--- src/rtl/jcsa_pkg.sv ---
// Shared constants and state encoding for the sequential carry-skip subtractor.
package jcsa_pkg;

    localparam int SLICE_W = 4;

    typedef enum logic [1:0] {
        IDLE = 2'd0,
        BUSY = 2'd1,
        DONE = 2'd2
    } state_t;

endpackage

--- src/rtl/jcsa_slice4.sv ---
// Combinational 4-bit carry-skip slice: ripple carry with a propagate-AND bypass.
module jcsa_slice4
    import jcsa_pkg::*;
(
    input  logic [SLICE_W-1:0] a,
    input  logic [SLICE_W-1:0] b,
    input  logic               cin,
    output logic [SLICE_W-1:0] sum,
    output logic               cout
);

    logic [SLICE_W-1:0] p;
    logic [SLICE_W-1:0] g;
    logic [SLICE_W:0]   c;

    assign p = a ^ b;
    assign g = a & b;

    always_comb begin
        c[0] = cin;
        for (int i = 0; i < SLICE_W; i++) begin
            c[i+1] = g[i] | (p[i] & c[i]);
        end
    end

    assign sum = p ^ c[SLICE_W-1:0];

    // When every bit propagates the carry-in is forwarded directly.
    assign cout = (&p) ? cin : c[SLICE_W];

endmodule

--- src/rtl/jcsa_seq_subtractor.sv ---
// Sequential WIDTH-bit subtractor Y = A - B - borrowin, one 4-bit slice per clock.
// Optional signed overflow output enabled by defining JCSUB_OVERFLOW_EN.
module jcsa_seq_subtractor
    import jcsa_pkg::*;
#(
    parameter int WIDTH = 16
) (
    input  logic             clk,
    input  logic             rst,
    input  logic             in_valid,
    output logic             in_ready,
    input  logic [WIDTH-1:0] A,
    input  logic [WIDTH-1:0] B,
    input  logic             borrowin,
    output logic             out_valid,
    input  logic             out_ready,
    output logic [WIDTH-1:0] Y,
    output logic             borrowout
`ifdef JCSUB_OVERFLOW_EN
    ,
    output logic             overflow
`endif
);

    localparam int N  = WIDTH / SLICE_W;
    localparam int CW = (N > 1) ? $clog2(N) : 1;

    state_t             state;
    logic [CW-1:0]      cnt;
    logic [WIDTH-1:0]   a_reg;
    logic [WIDTH-1:0]   nb_reg;
    logic               carry;
    int                 idx;
    logic [SLICE_W-1:0] a_nib;
    logic [SLICE_W-1:0] b_nib;
    logic [SLICE_W-1:0] s_nib;
    logic               c_out;
    logic               last;

    assign idx   = SLICE_W * int'(cnt);
    assign a_nib = a_reg[idx +: SLICE_W];
    assign b_nib = nb_reg[idx +: SLICE_W];
    assign last  = (cnt == CW'(N - 1));

    assign in_ready  = (state == IDLE);
    assign out_valid = (state == DONE);

    jcsa_slice4 u_slice (
        .a    (a_nib),
        .b    (b_nib),
        .cin  (carry),
        .sum  (s_nib),
        .cout (c_out)
    );

    // Subtraction runs as A + ~B with carry = ~borrow.
    always_ff @(posedge clk or posedge rst) begin
        if (rst) begin
            state     <= IDLE;
            cnt       <= '0;
            a_reg     <= '0;
            nb_reg    <= '0;
            carry     <= 1'b0;
            Y         <= '0;
            borrowout <= 1'b0;
`ifdef JCSUB_OVERFLOW_EN
            overflow  <= 1'b0;
`endif
        end else begin
            unique case (state)
                IDLE: begin
                    if (in_valid) begin
                        a_reg  <= A;
                        nb_reg <= ~B;
                        carry  <= ~borrowin;
                        cnt    <= '0;
                        state  <= BUSY;
                    end
                end
                BUSY: begin
                    Y[idx +: SLICE_W] <= s_nib;
                    carry             <= c_out;
                    if (last) begin
                        borrowout <= ~c_out;
`ifdef JCSUB_OVERFLOW_EN
                        overflow  <= (a_reg[WIDTH-1] == nb_reg[WIDTH-1]) &&
                                     (s_nib[SLICE_W-1] != a_reg[WIDTH-1]);
`endif
                        cnt       <= '0;
                        state     <= DONE;
                    end else begin
                        cnt <= cnt + CW'(1);
                    end
                end
                DONE: begin
                    if (out_ready) begin
                        state <= IDLE;
                    end
                end
                default: begin
                    state <= IDLE;
                end
            endcase
        end
    end

endmodule
--- config.mk ---
export PLATFORM = sky130hd
export DESIGN_NAME = jcsa_seq_subtractor
export DESIGN_NICKNAME = d
export VERILOG_FILES = /design/src/rtl/jcsa_pkg.sv /design/src/rtl/jcsa_slice4.sv /design/src/rtl/jcsa_seq_subtractor.sv
export SDC_FILE = /design/constraint.sdc
export NUM_CORES = 1
export LEC_CHECK = 0
export ABC_CLOCK_PERIOD_IN_PS = 2700
export BUFFER_PORTS_ARGS = -buffer_cell sky130_fd_sc_hd__buf_2
export CAP_MARGIN = 20
export CORE_MARGIN = 4
export CORE_UTILIZATION = 49
export CTS_BUF_LIST = sky130_fd_sc_hd__clkbuf_16
export CTS_CLUSTER_SIZE = 20
export DETAILED_ROUTE_END_ITERATION = 10
export GPL_TIMING_DRIVEN = 0
export HOLD_SLACK_MARGIN = 0.15
export PLACE_DENSITY = 0.76
export SLEW_MARGIN = 25
export SYNTH_ARGS = -nofsm -noshare
export SYNTH_HDL_FRONTEND = slang
export SYNTH_SLANG_ARGS = --single-unit
export TNS_END_PERCENT = 30
--- constraint.sdc ---
create_clock -name clk -period 2.7 [get_ports clk]
set_clock_uncertainty 0.15 [all_clocks]
set_input_delay 0.27 -clock clk [delete_from_list [all_inputs] [get_ports clk]]
set_output_delay 0.27 -clock clk [all_outputs]
set_load 0.02 [all_outputs]
# Yosys cells after proc, flatten, opt, wreduce, memory -nomap -nowiden
# Index checks and enable logic that the tools add are counted.
# op_classes
add_sub_neg	2
mul	0
n_div	0
order_cmp	0
eq_ne	6
shifts	4
muxes	11
bitwise_logic	14
reduce_logical	7
# ops
operator	n
4-bit negation with 33-bit output	1
4-bit by 33-bit variable shift with 16-bit output (first input constant)	1
4-bit by 33-bit variable part select with 16-bit output	1
16-bit by 5-bit variable part select with 4-bit output	2
16-bit bitwise mux	1
16-bit NOT	1
2-bit two-way mux	5
4-bit bitwise XOR	2
2-bit case mux with 3 select lines	1
2-bit AND reduction	3
1-bit bitwise AND	4
4-bit bitwise AND	1
2-bit == test (second input constant)	2
2-bit inequality test (second input constant)	2
1-bit bitwise OR	4
2-bit case mux with 2 select lines	1
4-bit AND reduction	1
3-bit AND reduction	1
2-bit by 1-bit adder with 2-bit output (second input constant)	1
2-bit by 1-bit == test with 1-bit output (second input constant)	1
2-bit logical NOT	1
1-bit two-way mux	2
2-bit by 1-bit inequality test with 1-bit output (second input constant)	1
1-bit NOT	2
other kinds (2)	2
# totals
regBits	54
latchBits	0
ram_bits	0
rom_bits	0
in_bits	37
output_inout_bits	19
elab_cells	51
memories	0

# Depth between registers and ports, before layout
# logic_depth
word_depth	12
mapped_depth	9

# Modules after synthesis
# From an unflattened synthesis, not the netlist that was laid out.
# unflattened
hier_cells	238
area_unflattened_um2	2555.0
# by_module_without_submodules
mod	instances	cells_each	area_per_inst_um2
jcsa_seq_subtractor	1	219	2374.8
jcsa_slice4	1	19	180.2

# Least setup slack after synthesis
# Ideal clock, no wire load.
# synth_timing
path_type	register to register
from	reg cnt[0]
to	reg Y[15]
arrival_time_ps	2604
required_time_ps	2428
setup_slack_ps	-176
stages_incl_launch_ff	9
path_buffers	1
synth_period_minus_slack_ps	2876
path_cell_list	dfrtp_1 -> buf_4 -> mux4_2 -> fa_1 -> inv_1 -> fa_1 -> fa_1 -> fa_1 -> o21ai_2
# synth_between
elab_chain_len	11
# synth_rtl
item	line	rtl
start: declaration	jcsa_seq_subtractor.sv:29	logic [CW-1:0] cnt;
start signal: assignment	jcsa_seq_subtractor.sv:92	cnt <= cnt + CW'(1);
16-bit by 5-bit variable part select with 4-bit output (on tied branches)	jcsa_seq_subtractor.sv:41, jcsa_seq_subtractor.sv:42	
4-bit bitwise XOR	jcsa_slice4.sv:16	assign p = a ^ b;
1-bit bitwise AND	jcsa_slice4.sv:22	c[i+1] = g[i] | (p[i] & c[i]);
1-bit bitwise OR	jcsa_slice4.sv:22	
1-bit bitwise AND	jcsa_slice4.sv:22	
1-bit bitwise OR	jcsa_slice4.sv:22	
1-bit bitwise AND	jcsa_slice4.sv:22	
1-bit bitwise OR	jcsa_slice4.sv:22	
4-bit bitwise XOR	jcsa_slice4.sv:26	assign sum = p ^ c[SLICE_W-1:0];
4-bit by 33-bit variable part select with 16-bit output	jcsa_seq_subtractor.sv:81	Y[idx +: SLICE_W] <= s_nib;
16-bit bitwise mux *	jcsa_seq_subtractor.sv:81	
end signal: indexed assignment	jcsa_seq_subtractor.sv:81	
end: declaration	jcsa_seq_subtractor.sv:17	output logic [WIDTH-1:0] Y,
# Mark *: on every way between the ends. The rest lies on a longest branch, timed or not.
# A chain may end at the register's enable or synchronous reset.

# Final worst setup path
# layout_timing
from	reg cnt[0]
to	reg Y[7]
# Same word-level chain as after synthesis.

==> impl_metrics.ini <==
[run_status]
outcome = complete, but fails checks
violations = setup timing

[logic_synthesis]
yosys_warnings = 0
netlist_top_cells_area = dfrtp_1, nand2_1, mux4_2, ha_1, o21ai_2
synthSimpleGateAreaFrac_pct = 16.1
synth.cells.most_frequent = nand2_1, dfrtp_1, o21ai_2
synth_top_family_by_area = simple AND/OR/NAND/NOR gates
synthMostInstantiatedCell = nand2_1
yosysTopAreaCell = dfrtp_1
synth-seq-area-share_pct = 51.6
syn-num-nets = 284
synth_edf_count = 0
ys_ff_latch = 54
syn_area_per_cell_um2 = 11.2
synth_ff_type = dfrtp_1
netlist_instances = 233
ys_async_sr_fraction_pct = 100
netlist_area_um2 = 2620
yosys.cell_types.count = 34
muxShareOfSynthArea_pct = 7.98
synth_compound_area_share_pct = 11.0
synth_top_area_share_pct = 51.6
synth_xor_area_share_pct = 0
yosys.area_share.adder_pct = 7.84

[power_and_ir_drop]
peakVddDrop_mv = 0.610
switchingPower_mw = 1.93
power.density_nw_per_um2 = 1280
power_frac_seq_pct = 30.7
switching_share_pct = 42.7
combPwrFrac_pct = 56.0
p_leak_nw = 1.78
finalPower_mw = 4.53
clkPwrFrac_pct = 13.2
p_int_mw = 2.60

[routing]
ant_nets = 0
wl_per_cell_um = 15.3
totalWireLength_mm = 6.18
vias = 2084
drcViolationCount = 0
via_per_inst = 5.15
drt_first_pass_iters = 4
drt_iter0_drc = 82

[floorplanning]
fp.dieH_um = 81.1
die_w_um = 81.1
num_rows = 26
ios = 56
initial_utilization_pct = 50.9
dieArea_um2 = 6580
core_um2 = 5140

[global_route]
grt_max_degree = 55
grt.overflow.total = 0
antenna_found_initial = 0
grt_pass1_wl_mm = 10.5
grtUsageTotal_pct = 21.5
grt_pass1_vias = 2195

[clocking]
clkSinkCount = 54
insertion_delay_ns = 0.29
cts_buffers = 5
cts_buffer_depth = 2
cts_root_buf = clkbuf_16
cts_tree = done
clk_transition_reported_paths_ns = 0.06
htree_levels = 2

[cells_and_area]
postLayoutCellArea_um2 = 3540
area_delta_synth_final_pct = 35.3
nets = 386
utilization_pct = 68.9
num_antenna_cells = 0
drive_gt1_share_pct = 32.8

[setup_path]
critPathRequiredTime_ns = 2.72
worstPathCellList = buf_12 > mux4_2 > fa_2 > inv_2 > fa_2 > fa_2 > fa_2 > o2bb2ai_2
worst_path_most_repeated_cell = fa_2
critical_path_class = reg2reg
rr_worst_depth = 8
crit_start = cnt[0]
end_kind = flip-flop
crit_fanout = 4
cp_top_family = adder cells
r2r-start = cnt[0]
critPathBufInv = 2
slowest_delay_ns = 0.66
cp.depth = 8
cpMaxStageDelayCell = fa_2
arrival_ns = 2.93
crit_path_start_kind = flip-flop

[job]
maxCapViolations = 0

[sta]
hold_violations = 0
slew_headroom_pct = 55.8
fin_tns_setup_ns = -0.962
worstMarginPinSlew_ns = 0.661
period_share_pct = 108
fmax_mhz = 344
rsz0062_at_grt = yes
final_max_slew_viol_count = 0
finalSetupViolCount = 6
finalWorstSetupSlack_ns = -0.208
fin_crit_ns = 2.91

[place]
globalplace.congestion = 0.746
dpl_cell_area_um2 = 2990
numPortBuffers = 55
post-dp-hpwl_mm = 3.92

[hold_path]
hold_path_depth = 2
hold_path.class = reg2reg
min_from = Y[12]
stage by stage:
| step | worst slack [ns] | hold WS (ns) | instances |
|---|---|---|---|
| floorplan | -0.105 | 0.200 | 233 |
| finish | -0.208 | 0.319 | 405 |
| global route | -0.289 | 0.322 | 405 |
| detailed placement | -0.346 | 0.270 | 358 |
| global placement | -0.302 | 0.297 | 358 |
| CTS | -0.222 | 0.315 | 405 |
worst register-to-register path: cells and delay by family, from the launching register on:
| kind | cells | cell delay (ns) |
|---|---|---|
| muxes | 1 | 0.39 |
| DFF | 1 | 0.44 |
| AOI/OAI and AO/OA | 1 | 0.07 |
| buffers and inverters | 2 | 0.18 |
| adders and majority gates | 4 | 1.57 |
cells in the final DEF, fill, tap and decap left out, types with 2 or more instances in the layout:
master          n
buf_6           6
buf_2          58
inv_2           2
nor2b_1         2
dfrtp_1        53
mux4_2          6
ha_1           10
o2bb2ai_1       6
o21ai_2        13
nand4_1         3
dlygate4sd3_1  35
inv_1          12
o31ai_1         2
o2bb2ai_2       2
fa_2            4
nand2_1        75
nor2_1          2
clkbuf_16       5
buf_4           6
mux4_1          2
nand3b_1        2
o21ai_1        11
metal layers:
| layer | vias to the layer above | wire (um) | global-route usage, % |
|---|---|---|---|
| met5 | - | 0 | 0 |
| met4 | 0 | 108 | 6.59 |
| met3 | 10 | 337 | 4.55 |
| met2 | 67 | 3280 | 37.5 |
| met1 | 1019 | 2460 | 26.8 |
| li1 | 988 | - | - |
power groups by stage:
stage / sequential (mW) / clock, mW / combinational, mW
2_1_floorplan: 1.48 / 0 / 1.59
5_1_grt: 1.44 / 0.650 / 2.81
4_1_cts: 1.39 / 0.610 / 2.53
3_5_place_dp: 1.41 / 0 / 2.31
3_3_place_gp: 1.39 / 0 / 2.24
6_report: 1.39 / 0.598 / 2.54
cell type report:
| class | count | area, um2 |
|---|---|---|
| clock buffer | 5 | 125 |
| timing repair buffer | 95 | 663 |
| inverter | 13 | 51.3 |
| fill | 424 | 1600 |
| clock inverter | 2 | 7.51 |
| multi-input combinational | 155 | 1140 |
| buffer | 11 | 110 |
| tap | 70 | 87.6 |
| sequential | 54 | 1350 |
cell families after synthesis:
family	count (synthesis)
AOI/OAI and AO/OA	39
adders and majority gates	14
buffers and inverters	24
DFF	54
muxes	10
and+or+nand+nor	92
timing repair:
| action | 4_1_cts | 5_1_grt |
|---|---|---|
| hold buffers | 35 | 0 |
| setup endpoints to repair | 11 | 6 |
| hold endpoints to repair | 88 | 0 |
| pin swaps | 5 | 7 |
| buffers inserted | 5 | 0 |
| resized for setup | 7 | 1 |
worst paths after layout:
check | slack (ns) | end
max | -0.21 | Y[7]
min | 0.32 | Y[12]
max reg2reg | -0.21 | Y[7]
min reg2reg | 0.32 | Y[12]
max in group asynchronous | 1.45 | cnt[0]
min in group asynchronous | 0.48 | Y[10]
No activity file was read; power rests on OpenSTA's default activity.
